$ cat config.mk
export PLATFORM = sky130hd
export DESIGN_NAME = encoder8x3_seq_flat
export DESIGN_NICKNAME = d
export VERILOG_FILES = /design/src/rtl/encoder8x3_seq_if.sv /design/src/rtl/encoder8x3_seq.sv /design/src/flat_wrapper.sv
export SDC_FILE = /design/constraint.sdc
export NUM_CORES = 1
export LEC_CHECK = 0
export ABC_AREA = 1
export CAP_MARGIN = 30
export CORE_UTILIZATION = 46
export DETAILED_ROUTE_END_ITERATION = 8
export PLACE_DENSITY_LB_ADDON = 0.3
export SLEW_MARGIN = 15
export SYNTH_ARGS = -nofsm -noshare
export SYNTH_HDL_FRONTEND = slang
export SYNTH_SLANG_ARGS = --single-unit
$ cat constraint.sdc
create_clock -name clk -period 1.5 [get_ports clk]
set_input_delay 0.225 -clock clk [delete_from_list [all_inputs] [get_ports clk]]
set_output_delay 0.225 -clock clk [all_outputs]
set_load 0.05 [all_outputs]
$ cat src/rtl/encoder8x3_seq_if.sv
// Bus bundle between a request source/consumer and encoder8x3_seq.
// The master drives requests and acknowledges; the slave (encoder) returns the code.
interface encoder8x3_seq_if;
  logic       enable;
  logic [7:0] req;
  logic       ack;
  logic [2:0] code;
  logic       valid;
  logic [7:0] pending;
  logic       miss;

  modport master (
    output enable, req, ack,
    input  code, valid, pending, miss
  );

  modport slave (
    input  enable, req, ack,
    output code, valid, pending, miss
  );
endinterface

$ cat src/rtl/encoder8x3_seq.sv
// Sequential 8-to-3 encoder: sticky pending register, held grant until ack.
// Define ENCODER8X3_ROUND_ROBIN_EN to replace fixed priority with rotating priority.
module encoder8x3_seq #(
  parameter bit PRIO_HIGH = 1'b1
) (
  input logic             clk,
  input logic             rst,
  encoder8x3_seq_if.slave bus
);

  typedef enum logic {IDLE, BUSY} state_t;

  state_t     state_q, state_d;
  logic [2:0] code_q, code_d;
  logic [7:0] pending_q, pending_d;
  logic       miss_q, miss_d;
  logic [7:0] clr;
  logic [7:0] pendNext;
  logic [2:0] grant;
  logic       busy;

  assign busy = (state_q == BUSY);

`ifdef ENCODER8X3_ROUND_ROBIN_EN
  localparam logic [2:0] PTR_RESET = PRIO_HIGH ? 3'd0 : 3'd7;

  logic [2:0] ptr_q, ptr_d;

  // Search starts one step past the last grant; step 8 wraps back onto base itself.
  function automatic logic [2:0] selRr(input logic [7:0] v, input logic [2:0] base);
    logic [2:0] idx;
    logic [2:0] cand;
    idx = base;
    for (int s = 8; s >= 1; s--) begin
      cand = PRIO_HIGH ? (base - 3'(s)) : (base + 3'(s));
      if (v[cand]) idx = cand;
    end
    return idx;
  endfunction
`else
  function automatic logic [2:0] selFixed(input logic [7:0] v);
    logic [2:0] idx;
    idx = 3'd0;
    for (int i = 0; i < 8; i++) begin
      if (PRIO_HIGH) begin
        if (v[i]) idx = 3'(i);
      end else begin
        if (v[7-i]) idx = 3'(7 - i);
      end
    end
    return idx;
  endfunction
`endif

  always_comb begin
    state_d   = state_q;
    code_d    = code_q;
    pending_d = pending_q;
    miss_d    = 1'b0;
    clr       = 8'd0;
    pendNext  = pending_q;
    grant     = 3'd0;
`ifdef ENCODER8X3_ROUND_ROBIN_EN
    ptr_d     = ptr_q;
`endif
    if (bus.enable) begin
      if (busy && bus.ack) clr = 8'd1 << code_q;
      // Set wins over clear: a request on the bit being acked keeps it pending.
      pendNext  = (pending_q & ~clr) | bus.req;
      pending_d = pendNext;
      miss_d    = |(bus.req & pending_q & ~clr);
`ifdef ENCODER8X3_ROUND_ROBIN_EN
      if (busy && bus.ack) ptr_d = code_q;
      grant = selRr(pendNext, ptr_d);
`else
      grant = selFixed(pendNext);
`endif
      case (state_q)
        IDLE: begin
          if (pendNext != 8'd0) begin
            code_d  = grant;
            state_d = BUSY;
          end
        end
        BUSY: begin
          if (bus.ack) begin
            if (pendNext != 8'd0) code_d = grant;
            else                  state_d = IDLE;
          end
        end
        default: state_d = IDLE;
      endcase
    end
  end

  always_ff @(posedge clk) begin
    if (rst) begin
      state_q   <= IDLE;
      code_q    <= 3'd0;
      pending_q <= 8'd0;
      miss_q    <= 1'b0;
`ifdef ENCODER8X3_ROUND_ROBIN_EN
      ptr_q     <= PTR_RESET;
`endif
    end else begin
      state_q   <= state_d;
      code_q    <= code_d;
      pending_q <= pending_d;
      miss_q    <= miss_d;
`ifdef ENCODER8X3_ROUND_ROBIN_EN
      ptr_q     <= ptr_d;
`endif
    end
  end

  // enable gates valid combinationally so a frozen grant is hidden but not lost.
  assign bus.code    = code_q;
  assign bus.valid   = busy & bus.enable;
  assign bus.pending = pending_q;
  assign bus.miss    = miss_q;

endmodule
$ cat src/flat_wrapper.sv
// flat-port wrapper written by rule: the top's interface ports become plain ports
module encoder8x3_seq_flat 
#(
  parameter bit PRIO_HIGH = 1'b1
)
  (clk, rst, bus_enable, bus_req, bus_ack, bus_code, bus_valid, bus_pending, bus_miss);
  encoder8x3_seq_if bus_i ();
  input logic clk;
  input logic rst;
  input wire logic [$bits(bus_i.enable)-1:0] bus_enable;
  input wire logic [$bits(bus_i.req)-1:0] bus_req;
  input wire logic [$bits(bus_i.ack)-1:0] bus_ack;
  output wire logic [$bits(bus_i.code)-1:0] bus_code;
  output wire logic [$bits(bus_i.valid)-1:0] bus_valid;
  output wire logic [$bits(bus_i.pending)-1:0] bus_pending;
  output wire logic [$bits(bus_i.miss)-1:0] bus_miss;
  assign bus_i.enable = bus_enable;
  assign bus_i.req = bus_req;
  assign bus_i.ack = bus_ack;
  assign bus_code = bus_i.code;
  assign bus_valid = bus_i.valid;
  assign bus_pending = bus_i.pending;
  assign bus_miss = bus_i.miss;
  encoder8x3_seq #(.PRIO_HIGH(PRIO_HIGH)) u_core (.clk(clk), .rst(rst), .bus(bus_i));
endmodule
After elaboration in Yosys (flattened, before gate mapping) --
Cells that the tools add are included.
Storage, ports and cells: flip-flop bits (word level) 13, latch bits 0, RAM bits 0, bits in read-only memories 0, input bits 12, logic and storage cells 34, memories kept 0
Cells by class: $add $sub $neg 0, multipliers 0, div/mod/pow operators 0, magnitude comparators 0, equal/unequal tests 1, shifts and indexed selects 1, multiplexer cells 15, bitwise gates (word level) 8, reduce and logical (&&, ||, !) cells 5
Operators with widths (count):
- $and A8 B8 Y8 | 3
- $mux W3 | 6
- $mux W8 | 2
- $not A8 Y8 | 1
- $or A8 B8 Y8 | 1
- $reduce_bool A8 Y1 | 1
- $reduce_or A8 Y1 | 1
- $shl A1 B3 Y8 const A | 1
- $pmux W3 S2 | 1
- $mux W2 | 2
- $mux W1 | 3
- $ne A2 B2 Y1 const B | 1
- $not A1 Y1 | 2
- $pmux W1 S2 | 1
- $reduce_and A2 Y1 | 1
- $reduce_or A2 Y1 | 1
- $and A1 B1 Y1 | 1
- $logic_and A1 B1 Y1 | 1

Logic depth before layout (Yosys ltp) --
Gate-level depths: netlist of the first run.
depth after elaboration 16, mapped depth 14

Least setup slack after synthesis of the first run --
Ideal clock, no wire load.
path type flip-flop to flip-flop, from reg u_core.code_q[2] (netlist: u_core.bus.code[2]), to reg u_core.code_q[0] (netlist: u_core.bus.code[0]), library setup time 0.112 ns, arrival time 1.657 ns, required time 1.388 ns, slack -0.268 ns, stages on the path, launching flop included 12, cells stage by stage dfxtp_1 nand3_1 nor2_1 nor2_1 nor2_2 nand2_1 nor2_4 nand2_4 nand2_4 nand2_1 nand2_1 nor2_1
Between the ends: word-level cells in the longest chain between the ends 16, elaborated cells on any way between the ends 17, classes of those cells shift (1); mux (12); bitwise (3); reduce/logical (1)
Ends and longest elaborated chain:
- from (decl) | line encoder8x3_seq.sv:14 | logic [2:0] code_q, code_d;
- from (signal assigned) | line encoder8x3_seq.sv:107 | code_q <= code_d;
- $shl A1 B3 Y8 * | line encoder8x3_seq.sv:67 | if (busy && bus.ack) clr = 8'd1 << code_q;
- $mux W8 * | line encoder8x3_seq.sv:67
- $mux W8 * | line encoder8x3_seq.sv:66 | if (bus.enable) begin
- $not A8 Y8 * | line encoder8x3_seq.sv:69 | pendNext = (pending_q & ~clr) | bus.req;
- $and A8 B8 Y8 * | line encoder8x3_seq.sv:69
- $or A8 B8 Y8 * | line encoder8x3_seq.sv:69
- $mux W1 | line encoder8x3_seq.sv:46 | if (v[i]) idx = 3'(i);
- $mux W2 (2 in series) | line encoder8x3_seq.sv:46
- $mux W3 (4 in series) | line encoder8x3_seq.sv:46
- $mux W3 * | line encoder8x3_seq.sv:80, encoder8x3_seq.sv:87
- $mux W3 | line encoder8x3_seq.sv:86 | if (bus.ack) begin
- $pmux W3 S2 * | line encoder8x3_seq.sv:78 | case (state_q)
Every way passes the cells marked *; elsewhere a longest branch is shown, timed or not. The select of a mux whose other input is x is not followed. A chain may end at the register's enable or synchronous reset.

Worst setup path after layout of the first run --
from reg u_core.state_q (netlist: u_core.busy), to reg u_core.code_q[0] (netlist: u_core.bus.code[0])
Between the ends: word-level cells in the longest chain between the ends 16, elaborated cells on any way between the ends 20, classes of those cells eq/ne (1); mux (12); bitwise (4); reduce/logical (3)
Ends and longest elaborated chain:
- from (decl) | line encoder8x3_seq.sv:13 | state_t state_q, state_d;
- from (signal assigned) | line encoder8x3_seq.sv:106 | state_q <= state_d;
- $logic_and A1 B1 Y1 | line encoder8x3_seq.sv:67
- $mux W8 | line encoder8x3_seq.sv:67
- $mux W8 | line encoder8x3_seq.sv:66
- $not A8 Y8 | line encoder8x3_seq.sv:69
- $and A8 B8 Y8 | line encoder8x3_seq.sv:69
- $or A8 B8 Y8 | line encoder8x3_seq.sv:69
- $mux W1 | line encoder8x3_seq.sv:46
- $mux W2 (2 in series) | line encoder8x3_seq.sv:46
- $mux W3 (4 in series) | line encoder8x3_seq.sv:46
- $mux W3 | line encoder8x3_seq.sv:80, encoder8x3_seq.sv:87
- $mux W3 | line encoder8x3_seq.sv:86
- $pmux W3 S2 | line encoder8x3_seq.sv:78
Several ways; a longest one is shown, not always the timed one. The select of a mux whose other input is x is not followed.

==> metrics.md, run 1 <==
| Metric | Value |
|---|---|
| Total CTS buffers | `3` |
| CP max stage cell | `dfxtp_4` |
| Residual DRC | `0` |
| Max rail drop VDD | `0.6786 mV` |
| Lkg Pwr | `0.7040 nW` |
| Fraction of layout cells with a size suffix above 1 | `between 30% and 40%` |
| Failing checks | `negative setup slack` |
| GRT Resource Usage Total | `27.17%` |
| Initial Util | `49.53%` |
| Post-Route WL | `between 2000 and 3000 um` |
| Post-route ant nets | `0` |
| Sequential share of the synthesized area | `30.10%` |
| Synth Register Bits | `13` |
| Area grow syn2layout | `61.79%` |
| Worst Slack Setup Final | `-0.08425 ns` |
| Top cells by area, synth | `dfxtp_1 30%, nand2_1 13%, inv_1 11%, a21oi_4 5.6%, o211ai_1 5.2%` |
| DRT iter0 DRCs | `41` |
| Worst Path Arrival | `1.77 ns` |
| Hold-fix buffers, CTS | `0` |
| First-pass GRT wire length | `3884 um` |
| Crit Path Category | `flop to flop` |
| Area fraction in compound gates after synthesis | `22.29%` |
| Clk slew on worst S/H paths | `0.09 ns` |
| Post-synth top area share | `~30%` |
| Std-Cell Rows | `15` |
| Clock latency on the worst-skew pair | `about 0.29 ns` |
| Share of the clock period used by the worst path | `105.6%` |
| Fmax | `0.6312 GHz` |
| Final Cell Area | `1399 um^2` |
| Crit path max fanout | `5` |
| Final min period | `1.584 ns` |
| Drt first pass iters | `4` |
| Asr flop ratio synth | `0%` |
| Most instantiated library cell after synthesis | `nand2_1` |
| Data required time of the worst path | `around 1.7 ns` |
| Vias in the first global route | `906` |
| CP startpoint kind | `flop` |
| Synth area leader | `dfxtp_1` |
| Deepest clock path buffer count | `2` |
| Diodes inserted | `0` |
| Vias | `about 1,100` |
| Max_cap viols | `0` |
| Hold Fails Final Rpt | `0` |
| Dpl cells | `190` |
| Post-Syn Area | `864.6 um^2` |
| RePlAce Congestion | `0.9631` |
| CTS tree | `yes` |
| Number of flops mapped to enable cells by yosys | `0` |
| Initial antenna violation count | `0` |
| # setup viols final | `3` |
| Wire length per cell | `13.47 um` |
| HPWL Detailed | `1878 um` |
| DP Area | `around 1300 um^2` |
| Die X | `45.36 um` |
| Die Y | `45.36 um` |
| Slew Viols, Final | `0` |
| Clock Tree Root | `clkbuf_4` |
| Largest net degree at the start of global routing | `10` |
| Cells after Synth | `approximately 130` |
| H-tree depth | `1` |
| Final global-route overflow total | `0` |
| Mux cell area share after synthesis | `0%` |
| Core Region | `~1700 um^2` |
| Die area | `between 2000 and 2500 um^2` |
| CP cell instances | `nand2_4 > nor2_2 > a21oi_1 > nor2_1 > nand2_1 > nor2_4 > nand2_4 > nand2_4 > nand2_2 > nand2_1 > nor2_1` |
| CP endpoint kind | `flop` |
| Mapped Nets | `143` |
| Post-synthesis simple-gate area fraction | `35.02%` |
| Synth Area in XOR/XNOR | `0%` |
| Post-synthesis adder-cell area fraction | `0%` |
| Hold Path Class | `flop to flop` |
| Post-DR vias/cell | `roughly 5.3` |
| Status | `finished with violations` |
| Final nets | `189` |
| Post-synth top flop | `dfxtp_1` |
| Non-Filler Instances | `~200` |
| Netlist cell types | `19` |
| Power Density | `768.4 nW/um^2` |
| Most frequent CP cell | `nand2_4` |
| Tightest Pin Transition | `a little under 0.3 ns` |
| RSZ-0062 raised after global routing | `true` |
| Slowest stage delay, CP | `0.39 ns` |
| Slew HR | `80.60%` |
| Synth cell count leaders | `31 x nand2_1, 26 x inv_1, 13 x dfxtp_1` |
| Syn avg cell area | `6.600 um^2` |
| Largest family of logic cells by synthesized area | `simple AND/OR/NAND/NOR gates` |
| CTS Sinks | `13` |
| Top Ports | `25` |
| Setup Skew | `0.006689 ns` |
| Number of I/O port buffers | `24` |
| Synth warnings | `0` |
-- metrics by stage --
stage | setup WS, ns | utilization [%] | setup TNS, ns | hold WS [ns] | power [mW]
2_1_floorplan | 0.01311 | - | 0 | 0.2844 | 0.6304
3_3_place_gp | -0.3172 | 72.62 | -1.804 | 0.4784 | 0.7992
3_5_place_dp | -0.4467 | 72.62 | -2.575 | 0.4771 | 0.8075
4_1_cts | -0.006751 | 77.49 | -0.006751 | 0.4908 | 1.054
5_1_grt | -0.1090 | 80.14 | -0.2778 | 0.5656 | 1.128
6_report | -0.08425 | 80.14 | -0.1811 | 0.5256 | 1.075
-- kinds of logic (layout without fill, tap and decap cells) --
kind of cell | after synthesis | after routing
and+or+nand+nor | 62 | 62
AOI/OAI and AO/OA | 27 | 27
DFF | 13 | 13
buffers and inverters | 29 | 74
-- registers in the layout, indices dropped and copies added (netlist names) --
name                flops
u_core.bus.pending      8
u_core.bus.code         3
u_core.bus.miss         1
u_core.busy             1
-- layout by cell type, fill, tap and decap left out, types with 2 or more instances in the layout --
master	instances
a21oi_4	4
nand2_1	27
nand2_4	4
dfxtp_1	8
nor2_1	9
buf_4	24
a21oi_1	5
nor2_2	4
nand3_1	5
buf_12	6
nand2_2	9
inv_1	25
dfxtp_2	2
nor2_4	3
a21oi_2	3
inv_2	2
dfxtp_4	3
clkdlybuf4s50_1	10
clkbuf_4	3
o211ai_1	6
o21ai_0	7
-- worst max-delay path, delay by kind of cell, from the launching register on --
family | cells | cell delay, ns
AO/OA/AOI/OAI | 1 | 0.10
flip-flops | 1 | 0.39
AND/OR/NAND/NOR | 10 | 0.99
-- layer usage --
| layer | up-vias | routed length (um) | track usage [%] |
|---|---|---|---|
| met2 | 59 | 1382 | 46.38 |
| met3 | 5 | 200 | 8.400 |
| met5 | - | 0 | 0 |
| met1 | 491 | 1090 | 29.85 |
| li1 | 506 | - | - |
| met4 | 0 | 35 | 14.55 |
-- layout make-up --
cell class	count	area (um^2)
well taps	25	31.28
flip-flops and latches	13	274.0
clock buffers	4	26.28
inverters	28	105.1
multi-input cells	89	541.8
repair buffers	42	420.4
fillers	116	346.6
-- what timing repair did --
item | in CTS | in global routing
pin swaps | 5 | 6
buffers inserted | 5 | 2
endpoints found under the setup margin | 3 | 4
resized for setup | 8 | 9
-- path summary, 6_finish.rpt --
| kind | from | end | slack [ns] | cells after the start |
|---|---|---|---|---|
| max | u_core.busy | u_core.bus.code[0] | -0.08 | 11 |
| max reg2reg | u_core.busy | u_core.bus.code[0] | -0.08 | 11 |
| min | u_core.bus.pending[7] | u_core.bus.pending[7] | 0.53 | 2 |
| min reg2reg | u_core.bus.pending[7] | u_core.bus.pending[7] | 0.53 | 2 |
-- report_power, final --
group          switching, mW  leakage, nW  internal, mW
clock                  0.125       0.0150         0.103
combinational          0.250        0.578         0.186
sequential            0.0377        0.111         0.373
Power figures use the tool's default switching activity.
==> run 2, diff against run 1 <==
Settings changed: CORE_MARGIN from default to 8.
==> run 2 against run 1 <==
The run now ends clean. Power decreased by 0.77%. Critical path depth unchanged. Clock power increased by 2%. Die area increased by 71%. Via count decreased by 4.7%. Wire length decreased by 3.3%. Register-to-register slack improved by 0.09 ns. Worst setup slack improved by 0.087 ns. Core utilization decreased by 1.1 points. Cell count decreased by 1.5%. First-iteration DRC count increased by 46%. Highest routed layer unchanged.
==> metrics.md, run 2 (same netlist as run 1, synthesis figures left out) <==
| Metric | Value |
|---|---|
| Status | `finished clean (was finished with violations)` |
| Worst Path Arrival | `1.69 ns (was 1.77 ns)` |
| Drt first pass iters | `4 (unchanged)` |
| Post-route ant nets | `0 (unchanged)` |
| Commonest non-fill, non-tap cell in the layout | `nand2_1 (unchanged)` |
| Post-Route WL | `2619 um (was 2708 um)` |
| Place WS | `-0.3679 ns (was -0.4467 ns)` |
| Crit Path Category | `flop to flop (unchanged)` |
| Non-Filler Instances | `198 (was 201)` |
| Most frequent cells in the layout | `26 x nand2_1, 24 x inv_1, 21 x buf_4 (was 27 x nand2_1, 25 x inv_1, 24 x buf_4)` |
| Clock Tree Root | `clkbuf_4 (unchanged)` |
| Power Density | `773.6 nW/um^2 (was 768.4 nW/um^2)` |
| Area grow syn2layout | `59.48% (was 61.79%)` |
| Wire length per cell | `13.23 um (was 13.47 um)` |
| Clk slew on worst S/H paths | `0.09 ns (about the same)` |
| Crit path max fanout | `4 (was 5)` |
| Die X | `59.36 um (was 45.36 um)` |
| Initial Util | `49.53% (unchanged)` |
| Final min period | `1.497 ns (was 1.584 ns)` |
| Fraction of layout cells with a size suffix above 1 | `37.57% (was 39.20%)` |
| CP endpoint kind | `flop (unchanged)` |
| Top Ports | `25 (unchanged)` |
| DP Area | `1287 um^2 (was 1267 um^2)` |
| Final global-route overflow total | `0 (unchanged)` |
| Fmax | `0.6681 GHz (was 0.6312 GHz)` |
| GRT Resource Usage Total | `14.45% (was 27.17%)` |
| Hold Fails Final Rpt | `0 (unchanged)` |
| Clock latency on the worst-skew pair | `0.29 ns (about the same)` |
| Die Y | `59.36 um (was 45.36 um)` |
| First-pass GRT wire length | `3974 um (was 3884 um)` |
| RSZ-0062 raised after global routing | `true (unchanged)` |
| Vias | `1,011 (was 1,061)` |
| Final nets | `186 (was 189)` |
| Multi-input logic area | `530.5 um^2 (was 541.8 um^2)` |
| HPWL Detailed | `1928 um (was 1878 um)` |
| CTS tree | `yes (unchanged)` |
| Post-DR vias/cell | `5.106 (was 5.279)` |
| DRT iter0 DRCs | `60 (was 41)` |
| # setup viols final | `0 (was 3)` |
| Max_cap viols | `0 (unchanged)` |
| Data required time of the worst path | `1.69 ns (was 1.68 ns)` |
| # fillers | `118 (was 116)` |
| CP startpoint kind | `flop (unchanged)` |
| Hold-fix buffers, CTS | `0 (unchanged)` |
| Tightest Pin Transition | `0.2882 ns (was 0.2906 ns)` |
| Max rail drop VDD | `0.7468 mV (was 0.6786 mV)` |
| Number of I/O port buffers | `24 (unchanged)` |
| Share of the clock period used by the worst path | `99.79% (was 105.6%)` |
| Slew HR | `80.58% (was 80.60%)` |
| Die area | `3523 um^2 (was 2057 um^2)` |
| Area occupied by registers | `276.5 um^2 (was 274.0 um^2)` |
| Setup Skew | `0.003950 ns (was 0.006689 ns)` |
| Final Cell Area | `1379 um^2 (was 1399 um^2)` |
| Largest net degree at the start of global routing | `12 (was 10)` |
| H-tree depth | `1 (unchanged)` |
| CTS Sinks | `13 (unchanged)` |
| Worst Slack Setup Final | `0.003147 ns (was -0.08425 ns)` |
| Diodes inserted | `0 (unchanged)` |
| Slew Viols, Final | `0 (unchanged)` |
| Core Region | `1745 um^2 (unchanged)` |
| Final hold slack | `0.5175 ns (was 0.5256 ns)` |
| Vias in the first global route | `916 (was 906)` |
| RePlAce Congestion | `0.8783 (was 0.9631)` |
| Std-Cell Rows | `15 (unchanged)` |
| Hold Path Class | `flop to flop (unchanged)` |
| Dpl cells | `191 (was 190)` |
| Total power | `1.067 mW (was 1.075 mW)` |
| Deepest clock path buffer count | `2 (unchanged)` |
| Residual DRC | `0 (unchanged)` |
| Total CTS buffers | `3 (unchanged)` |
| Largest register FFs | `8 (unchanged)` |
| Lkg Pwr | `0.6821 nW (was 0.7040 nW)` |
| Initial antenna violation count | `0 (unchanged)` |
[run 2: report_power, final]
group,internal (mW),switching [mW],total [mW]
combinational,0.182,0.239,0.421
sequential,0.372,0.0405,0.413
clock,0.103,0.129,0.233
[run 2: area by class of cell]
type	count	area share, %
multi-input cells	89	38.48
repair buffers	39	29.49
flip-flops and latches	13	20.05
inverters	28	7.804
well taps	25	2.269
clock buffers	4	1.906
[run 2: critical path, cell delays in order, from the launching register on]
cell and delay (ns):
dfxtp_4 0.38, nand2_4 0.06, nor2_4 0.15, nand2_2 0.09, a21oi_2 0.19, nand2_2 0.10
nor2_4 0.15, nand2_4 0.08, nand2_4 0.06, nand2_1 0.05, nand2_1 0.05, nor2_1 0.05
[run 2: worst paths after layout]
path                             end  cells past startpoint               start  slack [ns]
hold / removal    u_core.bus.code[1]                      2  u_core.bus.code[1]        0.52
setup reg to reg  u_core.bus.code[0]                     11         u_core.busy       0.003
setup / recovery  u_core.bus.code[0]                     11         u_core.busy       0.003
hold reg to reg   u_core.bus.code[1]                      2  u_core.bus.code[1]        0.52
[run 2: routing by layer]
layer | GRT usage [%] | part of all wire [%] | vias up
li1 | - | - | 497
met1 | 17.26 | 41 | 462
met2 | 22.96 | 50 | 43
met3 | 4.121 | 7.6 | 9
met4 | 6.826 | 2.0 | 0
met5 | 0 | 0 | -
[run 2: metrics by stage]
step           utilization [%]  setup TNS, ns
6_report                 79.00              0
5_1_grt                  79.00        -0.1823
4_1_cts                  75.41              0
3_5_place_dp             73.76         -2.060
3_3_place_gp             73.76         -1.719
2_1_floorplan                -              0
[run 2: what timing repair did]
action                     in CTS  in global routing
resized for setup               3                 14
pin swaps                       3                  8
setup buffers                   0                  3
setup endpoints to repair       3                  3
